[config.mk]
export PLATFORM = sky130hd
export DESIGN_NAME = lcd_clk_div_gen_flat
export DESIGN_NICKNAME = d
export VERILOG_FILES = /design/src/rtl/lcd_clk_div_gen_if.sv /design/src/rtl/lcd_clk_div_gen.sv /design/src/flat_wrapper.sv
export SDC_FILE = /design/constraint.sdc
export NUM_CORES = 1
export LEC_CHECK = 0
export CAP_MARGIN = 5
export CORE_MARGIN = 8
export CORE_UTILIZATION = 40
export DETAILED_ROUTE_END_ITERATION = 6
export PLACE_DENSITY = 0.64
export SYNTH_ARGS = -nofsm -noshare
export SYNTH_HDL_FRONTEND = slang
export SYNTH_SLANG_ARGS = --single-unit
[constraint.sdc]
create_clock -name CLKA -period 3 [get_ports CLKA]
set_clock_uncertainty 0.15 [all_clocks]
set_input_delay 0.6 -clock CLKA [delete_from_list [all_inputs] [get_ports CLKA]]
set_output_delay 0.6 -clock CLKA [all_outputs]
set_load 0.01 [all_outputs]
[src/rtl/lcd_clk_div_gen_if.sv]
// Purpose : bus bundle for lcd_clk_div_gen (divisor reload in, strobes/status out).
// Signals : DIV_IN   - per-channel divisor, channel i in [i*DIV_W +: DIV_W]
//           DIV_LOAD - per-channel one-cycle load strobe
//           CE_OUT   - per-channel one-cycle enable per divided period
//           CLK_OUT  - per-channel registered divided square wave
//           DIV_BUSY - per-channel reload pending
//           LOCK     - all channels stable long enough
interface lcd_clk_div_gen_if #(
   parameter int unsigned NUM_CH = 3,
   parameter int unsigned DIV_W  = 8
) ();
   logic [NUM_CH*DIV_W-1:0] DIV_IN;
   logic [NUM_CH-1:0]       DIV_LOAD;
   logic [NUM_CH-1:0]       CE_OUT;
   logic [NUM_CH-1:0]       CLK_OUT;
   logic [NUM_CH-1:0]       DIV_BUSY;
   logic                    LOCK;

   // Timing consumer / reload controller side
   modport master (
      output DIV_IN, DIV_LOAD,
      input  CE_OUT, CLK_OUT, DIV_BUSY, LOCK
   );

   // Divider side
   modport slave (
      input  DIV_IN, DIV_LOAD,
      output CE_OUT, CLK_OUT, DIV_BUSY, LOCK
   );
endinterface

[src/rtl/lcd_clk_div_gen.sv]
// Purpose : multi-channel clock-enable generator for LCD pixel/line/refresh
//           timing. Each channel divides CLKA by a run-time reloadable
//           divisor; reloads take effect only at a period boundary. A lock
//           FSM reports when all channels have been quiet for LOCK_CNT cycles.
// Ports   : CLKA   - fabric clock (GLA0), sole clock
//           RESET  - synchronous, active-high reset
//           bus_if - lcd_clk_div_gen_if.slave (DIV_IN, DIV_LOAD in;
//                    CE_OUT, CLK_OUT, DIV_BUSY, LOCK out, all registered)
module lcd_clk_div_gen #(
   parameter int unsigned NUM_CH   = 3,
   parameter int unsigned DIV_W    = 8,
   parameter int unsigned DIV_RST  = 4,
   parameter int unsigned LOCK_CNT = 16
) (
   input  logic                CLKA,
   input  logic                RESET,
   lcd_clk_div_gen_if.slave    bus_if
);

   localparam int unsigned SET_W = $clog2(LOCK_CNT + 1);

   typedef enum logic {
      ST_SETTLE = 1'b0,
      ST_LOCKED = 1'b1
   } lock_state_t;

   logic [DIV_W-1:0]  r_cnt  [NUM_CH];
   logic [DIV_W-1:0]  r_div  [NUM_CH];
   logic [DIV_W-1:0]  r_pend [NUM_CH];
   logic [NUM_CH-1:0] r_busy;
   logic [NUM_CH-1:0] r_ce;
   logic [NUM_CH-1:0] r_clk_out;

   logic [DIV_W-1:0]  w_de   [NUM_CH];
   logic [NUM_CH-1:0] w_wrap;

   lock_state_t       r_state;
   lock_state_t       w_state_nxt;
   logic [SET_W-1:0]  r_settle;
   logic [SET_W-1:0]  w_settle_nxt;
   logic              r_lock;
   logic              w_quiet;

   // Effective divisor (0 behaves as 1) and last-count-of-period detect
   always_comb begin
      w_wrap = '0;
      for (int i = 0; i < NUM_CH; i++) begin
         w_de[i]   = (r_div[i] == '0) ? DIV_W'(1) : r_div[i];
         w_wrap[i] = (r_cnt[i] == (w_de[i] - DIV_W'(1)));
      end
   end

   // Per-channel counters, reload and registered strobes
   always_ff @(posedge CLKA) begin
      if (RESET) begin
         for (int i = 0; i < NUM_CH; i++) begin
            r_cnt[i]  <= '0;
            r_div[i]  <= DIV_W'(DIV_RST);
            r_pend[i] <= '0;
         end
         r_busy    <= '0;
         r_ce      <= '0;
         r_clk_out <= '0;
      end else begin
         for (int i = 0; i < NUM_CH; i++) begin
            r_ce[i]      <= w_wrap[i];
            r_clk_out[i] <= (r_cnt[i] < (w_de[i] >> 1));
            if (w_wrap[i]) begin
               r_cnt[i] <= '0;
               // Apply a pending divisor only at the boundary so the running
               // period always completes.
               if (r_busy[i]) begin
                  r_div[i]  <= r_pend[i];
                  r_busy[i] <= 1'b0;
               end
            end else begin
               r_cnt[i] <= r_cnt[i] + DIV_W'(1);
            end
            // A load in the same cycle wins over the busy clear: the old
            // pending value is applied, the new one stays pending.
            if (bus_if.DIV_LOAD[i]) begin
               r_pend[i] <= bus_if.DIV_IN[i*DIV_W +: DIV_W];
               r_busy[i] <= 1'b1;
            end
         end
      end
   end

   assign w_quiet = ~(|r_busy) & ~(|bus_if.DIV_LOAD);

   // Lock FSM state register
   always_ff @(posedge CLKA) begin
      if (RESET) begin
         r_state  <= ST_SETTLE;
         r_settle <= '0;
         r_lock   <= 1'b0;
      end else begin
         r_state  <= w_state_nxt;
         r_settle <= w_settle_nxt;
         r_lock   <= (w_state_nxt == ST_LOCKED);
      end
   end

   // Lock FSM next state
   always_comb begin
      w_state_nxt  = r_state;
      w_settle_nxt = r_settle;
      case (r_state)
         ST_SETTLE: begin
            if (!w_quiet) begin
               w_settle_nxt = '0;
            end else if (r_settle == SET_W'(LOCK_CNT - 1)) begin
               w_state_nxt  = ST_LOCKED;
               w_settle_nxt = '0;
            end else begin
               w_settle_nxt = r_settle + SET_W'(1);
            end
         end
         ST_LOCKED: begin
            if (|bus_if.DIV_LOAD) begin
               w_state_nxt  = ST_SETTLE;
               w_settle_nxt = '0;
            end
         end
         default: begin
            w_state_nxt  = ST_SETTLE;
            w_settle_nxt = '0;
         end
      endcase
   end

   assign bus_if.CE_OUT   = r_ce;
   assign bus_if.CLK_OUT  = r_clk_out;
   assign bus_if.DIV_BUSY = r_busy;
   assign bus_if.LOCK     = r_lock;

endmodule

[src/flat_wrapper.sv]
// flat-port wrapper written by rule: the top's interface ports become plain ports
module lcd_clk_div_gen_flat 
#(
   parameter int unsigned NUM_CH   = 3,
   parameter int unsigned DIV_W    = 8,
   parameter int unsigned DIV_RST  = 4,
   parameter int unsigned LOCK_CNT = 16
)
  (CLKA, RESET, bus_if_DIV_IN, bus_if_DIV_LOAD, bus_if_CE_OUT, bus_if_CLK_OUT, bus_if_DIV_BUSY, bus_if_LOCK);
  lcd_clk_div_gen_if #(.NUM_CH(NUM_CH), .DIV_W(DIV_W)) bus_if_i ();
  input  logic CLKA;
  input  logic RESET;
  input wire logic [$bits(bus_if_i.DIV_IN)-1:0] bus_if_DIV_IN;
  input wire logic [$bits(bus_if_i.DIV_LOAD)-1:0] bus_if_DIV_LOAD;
  output wire logic [$bits(bus_if_i.CE_OUT)-1:0] bus_if_CE_OUT;
  output wire logic [$bits(bus_if_i.CLK_OUT)-1:0] bus_if_CLK_OUT;
  output wire logic [$bits(bus_if_i.DIV_BUSY)-1:0] bus_if_DIV_BUSY;
  output wire logic [$bits(bus_if_i.LOCK)-1:0] bus_if_LOCK;
  assign bus_if_i.DIV_IN = bus_if_DIV_IN;
  assign bus_if_i.DIV_LOAD = bus_if_DIV_LOAD;
  assign bus_if_CE_OUT = bus_if_i.CE_OUT;
  assign bus_if_CLK_OUT = bus_if_i.CLK_OUT;
  assign bus_if_DIV_BUSY = bus_if_i.DIV_BUSY;
  assign bus_if_LOCK = bus_if_i.LOCK;
  lcd_clk_div_gen #(.NUM_CH(NUM_CH), .DIV_W(DIV_W), .DIV_RST(DIV_RST), .LOCK_CNT(LOCK_CNT)) u_core (.CLKA(CLKA), .RESET(RESET), .bus_if(bus_if_i));
endmodule
==> flow_summary.json, run 1 <==
{
  "utilization_pct": 49.9,
  "crit_slowest_cell": "sky130_fd_sc_hd__or4b_4",
  "postRouteAntennaNets": 0,
  "synth_largest_area_cell": "sky130_fd_sc_hd__edfxtp_1",
  "synth_flop_cell": "sky130_fd_sc_hd__edfxtp_1",
  "fraction_of_synthesized_cell_area_taken_by_the_top_area_cell_type_pct": 44.5,
  "dieArea_sq_um": 15900,
  "switching_share_pct": 24.0,
  "total_number_of_nets_in_the_final_design": 563,
  "clkTransAtPathRegs_ns": 0.06,
  "design_area_final_sq_um": 5940,
  "syn-cell-area_sq_um": 4850,
  "clk_latency_ns": 0.33,
  "drt_iter0_markers": 179,
  "max_stage_delay_ns": 0.57,
  "floorplan.io_pins": 39,
  "drv.max_cap_violation_count": 0,
  "min_period_over_period_pct": 97.8,
  "critPathArrivalTime_ns": 2.87,
  "worst_hold_path_type": "flop to flop",
  "post_synth_num_cell_types": 57,
  "antenna_cells": 0,
  "timing.setup.critical_path_class": "flop to flop",
  "clk_root_buffer_cell": "sky130_fd_sc_hd__clkbuf_16",
  "synth.area.top_cells": "sky130_fd_sc_hd__edfxtp_1 45%, sky130_fd_sc_hd__ha_1 6.4%, sky130_fd_sc_hd__dfxtp_1 6.2%, sky130_fd_sc_hd__nor3b_2 5.2%, sky130_fd_sc_hd__xnor2_1 4.1%",
  "maxSlewHeadroom_pct": 59.4,
  "drt_drc_violations_left": 0,
  "setup.worst_path.end_class": "flop",
  "area_growth_pct": 22.4,
  "max-vdd-ir-drop_v": 0.000339,
  "detail_route.vias_per_cell": 5.02,
  "port-buffer-count": 38,
  "design.core.area_sq_um": 11900,
  "grt_pass1_vias": 3313,
  "synth_most_common_cell": "sky130_fd_sc_hd__edfxtp_1",
  "start_kind": "flop",
  "pre_cts_slack_ns": -0.0733,
  "ctsHoldBuffers": 0,
  "cts_tree": "yes",
  "post_synth_inst_count": 431,
  "crit_required_ns": 2.93,
  "globalRoute.totalOverflow": 0,
  "asyncSetResetFlopFracSynth_pct": 0,
  "largest_net_degree_at_the_start_of_global_routing": 31,
  "avg_inst_size_synth_sq_um": 11.3,
  "area_of_placed_instances_sq_um": 5560,
  "drt_pass1_iterations": 4,
  "cp.buffers_inverters": 0,
  "total_switching_power_w": 0.000669,
  "power.share.sequential_pct": 52.4,
  "status": "complete, no violations",
  "fillcell_total": 1079,
  "combinationalPowerShare_pct": 11.3,
  "post_route_cells_drive_above_1_share_pct": 15.4,
  "ys_warn_count": 0,
  "clock_sinks": 87,
  "synth_sequential_area_ratio_pct": 50.7,
  "num_cts_buffers": 9,
  "floorplan.die.width_um": 126,
  "setup_slack_ns": 0.0651,
  "initial_core_util_pct": 40.8,
  "grt_setup_unrepaired": "yes",
  "detailed_route_wire_length_per_cell_um": 14.4,
  "gpl.final_weighted_congestion": 0.871,
  "totalWireLength_um": 9490,
  "cts_buffer_depth": 2,
  "first_pass_grt_wire_length_um": 15800,
  "intPower_w": 0.00211,
  "cellPowerDensity_nw_per_um2": 468,
  "fin_crit_ns": 2.93,
  "synth_edf_count": 72,
  "antenna_found_initial": 0,
  "part_of_the_total_power_dissipated_in_the_clock_network_pct": 36.4,
  "grt.total_usage_pct": 12.3,
  "placement_rows": 40,
  "chipHeight_um": 126,
  "worstPathCellList": "nor4_4 > a21oi_2 > ha_2 > o21ai_1 > o221a_2 > o221ai_2 > or4b_4 > o211a_4 > or3_1",
  "top_cell_family_by_delay_on_the_critical_path": "simple AND/OR/NAND/NOR gates",
  "list_of_most_frequent_post_synthesis_cells": "72 x sky130_fd_sc_hd__edfxtp_1, 42 x sky130_fd_sc_hd__nor2_1, 27 x sky130_fd_sc_hd__inv_1, 25 x sky130_fd_sc_hd__and2_1, 25 x sky130_fd_sc_hd__ha_1",
  "hold_viol": 0,
  "report.final.setup_viol": 0,
  "report.final.slew_viol_count": 0,
  "leakage_nw": 2.30,
  "num_vias": 3318,
  "achievable_clock_frequency_ghz": 0.341,
  "yosys_register_bits": 87,
  "dpl.hpwl_um": 6860,
  "total_number_of_h_tree_levels": 3,
  "critical_path.max_fanout": 6,
  "tightest_slew_ns": 0.594
}
[registers in the layout, summed over array words and instances (netlist names)]
register	cells
u_core.r_settle	5
u_core.r_cnt	24
u_core.bus_if.CLK_OUT	3
u_core.bus_if.DIV_BUSY	3
u_core.r_pend	24
u_core.r_div	24
u_core.r_state	1
u_core.bus_if.CE_OUT	3
[final cells by class]
class / count / area [sq um] / share of cell area (%)
multi-input cells: 320 / 2350 / 39.5
repair buffers: 64 / 583 / 9.81
clock buffers: 10 / 229 / 3.85
inverters: 27 / 101 / 1.71
well taps: 147 / 184 / 3.09
clock inverters: 6 / 37.5 / 0.632
flip-flops and latches: 87 / 2460 / 41.4
[per-layer routing]
metal	track usage (%)	share of wire (%)	up-vias
met5	0	0	-
met1	15.4	47	1573
met3	3.42	4.0	14
met2	19.7	47	52
li1	-	-	1679
met4	4.60	1.9	0
[per-stage QoR]
stage | power [W] | instances | setup TNS, ns | hold slack (ns)
after floorplan | 0.00166 | 454 | 0 | 0.315
after global placement | 0.00177 | 637 | 0 | 0.327
after detailed placement | 0.00178 | 637 | -0.287 | 0.327
after CTS | 0.00280 | 654 | 0 | 0.335
after global routing | 0.00290 | 661 | -0.0853 | 0.365
final | 0.00278 | 661 | 0 | 0.332
[cells in the final DEF (no fill, tap or decap), types with 2 or more instances in the layout]
master                            instances
sky130_fd_sc_hd__nor4_1                   4
sky130_fd_sc_hd__inv_1                   27
sky130_fd_sc_hd__a211oi_1                 2
sky130_fd_sc_hd__ha_1                    24
sky130_fd_sc_hd__nor2_1                  42
sky130_fd_sc_hd__a31oi_1                  3
sky130_fd_sc_hd__o21bai_1                 2
sky130_fd_sc_hd__and4_1                   2
sky130_fd_sc_hd__nand3b_1                 2
sky130_fd_sc_hd__a41oi_1                  2
sky130_fd_sc_hd__nor2b_1                  3
sky130_fd_sc_hd__nand2b_1                 8
sky130_fd_sc_hd__dfxtp_1                 15
sky130_fd_sc_hd__o22ai_1                  2
sky130_fd_sc_hd__and3_1                   4
sky130_fd_sc_hd__nor3b_2                 21
sky130_fd_sc_hd__clkinv_1                 2
sky130_fd_sc_hd__or2_2                    3
sky130_fd_sc_hd__nor3_1                   5
sky130_fd_sc_hd__conb_1                  24
sky130_fd_sc_hd__nand2_1                  7
sky130_fd_sc_hd__clkbuf_16                9
sky130_fd_sc_hd__xnor2_1                 23
sky130_fd_sc_hd__edfxtp_1                72
sky130_fd_sc_hd__clkdlybuf4s50_1         37
sky130_fd_sc_hd__o211ai_1                 2
sky130_fd_sc_hd__a21o_1                  15
sky130_fd_sc_hd__nand4_1                  5
sky130_fd_sc_hd__buf_4                   25
sky130_fd_sc_hd__xor2_1                  23
sky130_fd_sc_hd__or3_1                    6
sky130_fd_sc_hd__a21oi_1                 11
sky130_fd_sc_hd__o21ai_0                  4
sky130_fd_sc_hd__clkinv_4                 2
sky130_fd_sc_hd__nor3b_1                  2
sky130_fd_sc_hd__nand3_1                 15
sky130_fd_sc_hd__and2_1                  25
sky130_fd_sc_hd__a2111oi_0                3
[power groups by stage]
stage	Combinational [W]	Sequential, W	Clock (W)
after floorplan	0.000206	0.00145	0
after global placement	0.000290	0.00148	0
after detailed placement	0.000297	0.00148	0
after CTS	0.000301	0.00146	0.00104
after global routing	0.000351	0.00147	0.00108
final	0.000313	0.00146	0.00101
[path summary, 6_finish.rpt]
path	startpoint	endpoint	slack (ns)	cells past startpoint
min reg2reg	u_core.r_settle[4]$_SDFFE_PP0P_	u_core.r_settle[4]$_SDFFE_PP0P_	0.33	1
max	u_core.r_div[0][22]$_SDFFCE_PN0P_	u_core.r_div[0][18]$_SDFFCE_PN1P_	0.07	9
max reg2reg	u_core.r_div[0][22]$_SDFFCE_PN0P_	u_core.r_div[0][18]$_SDFFCE_PN1P_	0.07	9
min	u_core.r_settle[4]$_SDFFE_PP0P_	u_core.r_settle[4]$_SDFFE_PP0P_	0.33	1
[cells by family after synthesis]
logic type	share of synthesized area, %
multiplexers	0.206
AND/OR/NAND/NOR	21.3
XOR/XNOR	8.30
other	0.0772
adder cells (fa/ha/maj)	6.44
flip-flops	50.7
AO/OA/AOI/OAI	9.02
buffers and inverters	3.97
[what timing repair did]
action	4_1_cts	5_1_grt
buffers inserted	1	7
gates resized for setup	2	10
hold endpoints to repair	0	0
pin swaps	2	7
endpoints found under the setup margin	14	44
(Power assumes the default switching activity.)
==> run 2: changes to the inputs <==
--- a/config.mk
+++ b/config.mk
@@ -5,6 +5,7 @@
 export SDC_FILE = /design/constraint.sdc
 export NUM_CORES = 1
 export LEC_CHECK = 0
+export ABC_AREA = 0
 export CAP_MARGIN = 5
 export CORE_MARGIN = 8
 export CORE_UTILIZATION = 40
==> results of run 2 <==
Same layout as run 1: the final DEF is identical, and so are final timing and power.
==> run 3: changes to the inputs <==
--- a/config.mk
+++ b/config.mk
@@ -7,10 +7,13 @@
 export LEC_CHECK = 0
 export ABC_AREA = 0
 export CAP_MARGIN = 5
+export CELL_PAD_IN_SITES_DETAIL_PLACEMENT = 2
+export CELL_PAD_IN_SITES_GLOBAL_PLACEMENT = 2
 export CORE_MARGIN = 8
-export CORE_UTILIZATION = 40
+export CORE_UTILIZATION = 35
 export DETAILED_ROUTE_END_ITERATION = 6
-export PLACE_DENSITY = 0.64
+export PLACE_DENSITY = 0.78
+export SLEW_MARGIN = 20
 export SYNTH_ARGS = -nofsm -noshare
 export SYNTH_HDL_FRONTEND = slang
 export SYNTH_SLANG_ARGS = --single-unit
==> constraint.sdc (replaced) <==
create_clock -name CLKA -period 3 [get_ports CLKA]
set_clock_uncertainty 0.15 [all_clocks]
set_input_delay 0.6 -clock CLKA [delete_from_list [all_inputs] [get_ports CLKA]]
set_output_delay 0.6 -clock CLKA [all_outputs]
set_load 0.1 [all_outputs]
==> run 3 against run 2 <==
Against the previous run: the run now ends with negative setup slack left; critical path depth is 1 higher; setup slack worse by 0.12 ns; sequential share of layout area is 0.55 points lower; non-clock buffer count stayed put; combinational power is 23% higher; critical endpoint is now u_core.r_div[0][1]$_SDFFCE_PN0P_.
==> flow_summary.json, run 3 (synthesis results as in run 1) <==
{
  "largest_net_degree_at_the_start_of_global_routing": 27,
  "first_pass_grt_wire_length_um": 22300,
  "setup.worst_path.end_class": "flop",
  "violations": "negative setup slack",
  "top_cell_family_by_delay_on_the_critical_path": "simple AND/OR/NAND/NOR gates",
  "pre_cts_slack_ns": -0.234,
  "report.final.setup_viol": 5,
  "register_area_sq_um": 2460,
  "hold-path-cell-count": 1,
  "grt_setup_unrepaired": "yes",
  "crit-reg2reg-launch": "u_core.r_div[0][17]$_SDFFCE_PN0P_",
  "ctsHoldBuffers": 0,
  "drt_pass1_iterations": 4,
  "cts_tree": "yes",
  "crit_slowest_cell": "sky130_fd_sc_hd__or4b_4",
  "multi_input_comb_area_sq_um": 2380,
  "area_of_placed_instances_sq_um": 5600,
  "drt_drc_violations_left": 0,
  "clk_root_buffer_cell": "sky130_fd_sc_hd__clkbuf_16",
  "combinationalPowerShare_pct": 12.6,
  "total_switching_power_w": 0.000775,
  "drt_iter0_markers": 135,
  "regs_by_ff_count": "u_core.r_cnt (24), u_core.r_div (24), u_core.r_pend (24)",
  "hold_viol": 0,
  "utilization_pct": 43.9,
  "critical_path.max_fanout": 7,
  "final_cell_count_no_fill": 694,
  "cts_buffer_depth": 2,
  "mostFrequentLayoutCells": "72 x sky130_fd_sc_hd__edfxtp_1, 42 x sky130_fd_sc_hd__nor2_1, 36 x sky130_fd_sc_hd__buf_4",
  "cellPowerDensity_nw_per_um2": 507,
  "part_of_the_total_power_dissipated_in_the_clock_network_pct": 39.5,
  "total_number_of_nets_in_the_final_design": 563,
  "setup_slack_ns": -0.0593,
  "grt_pass1_vias": 4023,
  "critPathArrivalTime_ns": 3.08,
  "report.final.slew_viol_count": 0,
  "power.share.sequential_pct": 47.9,
  "max-vdd-ir-drop_v": 0.000307,
  "fillcell_total": 1433,
  "initial_core_util_pct": 35.4,
  "detailed_route_wire_length_per_cell_um": 20.0,
  "leakage_nw": 2.36,
  "tightest_slew_ns": 0.559,
  "antenna_cells": 0,
  "floorplan.io_pins": 39,
  "crit_required_ns": 3.03,
  "detail_route.vias_per_cell": 5.14,
  "mostFrequentLayoutCell": "sky130_fd_sc_hd__edfxtp_1",
  "worstPathCellList": "nor4_4 > a21oi_2 > ha_4 > o22ai_2 > a21oi_1 > nand2_1 > or4b_4 > o211a_4 > buf_4 > nor3b_4",
  "totalWireLength_um": 13900,
  "worstHoldEndpoint": "u_core.r_settle[4]$_SDFFE_PP0P_",
  "port-buffer-count": 38,
  "worst_hold_path_type": "flop to flop",
  "drv.max_cap_violation_count": 0,
  "min_period_over_period_pct": 102,
  "hold_path_startpoint": "u_core.r_settle[4]$_SDFFE_PP0P_",
  "postRouteAntennaNets": 0,
  "fin_crit_ns": 3.06,
  "start_kind": "flop",
  "total_number_of_h_tree_levels": 3,
  "area_growth_pct": 24.1,
  "intPower_w": 0.00228,
  "maxSlewHeadroom_pct": 61.8,
  "placement_rows": 43,
  "place_inst": 675,
  "switching_share_pct": 25.4,
  "cp.buffers_inverters": 1,
  "achievable_clock_frequency_ghz": 0.327,
  "design_area_final_sq_um": 6020,
  "dpl.hpwl_um": 9710,
  "post_route_cells_drive_above_1_share_pct": 18.1,
  "timing.setup.critical_path_class": "flop to flop",
  "chipHeight_um": 134,
  "design.core.area_sq_um": 13700,
  "gpl.final_weighted_congestion": 0.824,
  "rr_worst_depth": 10,
  "num_vias": 3570,
  "globalRoute.totalOverflow": 0,
  "clk_latency_ns": 0.35,
  "grt.total_usage_pct": 16.1,
  "dieArea_sq_um": 17900,
  "clock_sinks": 87,
  "timing.rr.end": "u_core.r_div[0][1]$_SDFFCE_PN0P_",
  "num_cts_buffers": 9,
  "max_stage_delay_ns": 0.58,
  "clkTransAtPathRegs_ns": 0.07,
  "floorplan.die.width_um": 134,
  "tns_ns": -0.188,
  "setup.reg_to_reg.worst_slack_ns": -0.06,
  "status": "finished with violations",
  "antenna_found_initial": 0
}
## run 3: cell count changes in the layout (fill, tap and decap cells not counted), moves of 2 or more
| cell | previous run | this run |
|---|---|---|
| sky130_fd_sc_hd__nor3b_4 | 0 | 2 |
| sky130_fd_sc_hd__clkinv_2 | 1 | 3 |
| sky130_fd_sc_hd__bufinv_16 | 0 | 2 |
| sky130_fd_sc_hd__buf_4 | 25 | 36 |
| sky130_fd_sc_hd__clkdlybuf4s50_1 | 37 | 27 |
| sky130_fd_sc_hd__nor3b_2 | 21 | 19 |
## run 3: worst max path at each step
| stage | startpoint | endpoint | depth (start not counted) |
|---|---|---|---|
| after floorplan | u_core.r_div[0][22]$_SDFFCE_PN0P_ | u_core.r_div[0][10]$_SDFFCE_PN1P_ | 9 |
| after global placement | u_core.r_div[0][11]$_SDFFCE_PN0P_ | u_core.r_div[0][10]$_SDFFCE_PN1P_ | 10 |
| after detailed placement | u_core.r_div[0][22]$_SDFFCE_PN0P_ | u_core.r_div[0][2]$_SDFFCE_PN1P_ | 9 |
| after CTS | u_core.r_div[0][17]$_SDFFCE_PN0P_ | u_core.r_div[0][2]$_SDFFCE_PN1P_ | 9 |
| after global routing | u_core.r_div[0][10]$_SDFFCE_PN1P_ | u_core.r_div[0][1]$_SDFFCE_PN0P_ | 12 |
| final | u_core.r_div[0][17]$_SDFFCE_PN0P_ | u_core.r_div[0][1]$_SDFFCE_PN0P_ | 10 |
## run 3: final cells by class
class / instances / share of cell area [%]
Inverter: 27 / 1.68
Multi-Input combinational cell: 320 / 39.4
Clock inverter: 7 / 1.45
Timing Repair Buffer: 64 / 9.06
Sequential cell: 87 / 40.9
Clock buffer: 9 / 3.74
Tap cell: 180 / 3.74
## run 3: routing by layer
| metal | wire, um | track usage, % | vias up |
|---|---|---|---|
| met5 | 0 | 0 | - |
| met4 | 533 | 8.86 | 0 |
| met3 | 364 | 3.10 | 37 |
| met2 | 7190 | 28.3 | 59 |
| met1 | 5820 | 18.0 | 1798 |
| li1 | - | - | 1676 |
## run 3: worst reg2reg max path, delay by kind of cell (launching register included)
| kind | cells | cell delay (ns) |
|---|---|---|
| AO/OA/AOI/OAI | 4 | 0.56 |
| buffers and inverters | 1 | 0.19 |
| flip-flops | 1 | 0.44 |
| adder cells (fa/ha/maj) | 1 | 0.30 |
| AND/OR/NAND/NOR | 4 | 1.26 |
## run 3: power by group through the flow
stage	logic, W	clock network, W	registers (W)
final	0.000385	0.00121	0.00146
after global routing	0.000423	0.00128	0.00147
after CTS	0.000380	0.00124	0.00146
after global placement	0.000341	0	0.00148
after detailed placement	0.000362	0	0.00148
after floorplan	0.000206	0	0.00149
## run 3: per-stage QoR
stage,total power (W),hold WS [ns]
finish,0.00306,0.363
global placement,0.00182,0.326
CTS,0.00308,0.356
global route,0.00318,0.373
floorplan,0.00170,0.315
detailed placement,0.00185,0.344
## run 3: timing repair
action	CTS	global route
setup endpoints to repair	34	40
resized for setup	14	3
pin swaps	5	0
setup buffers	3	0
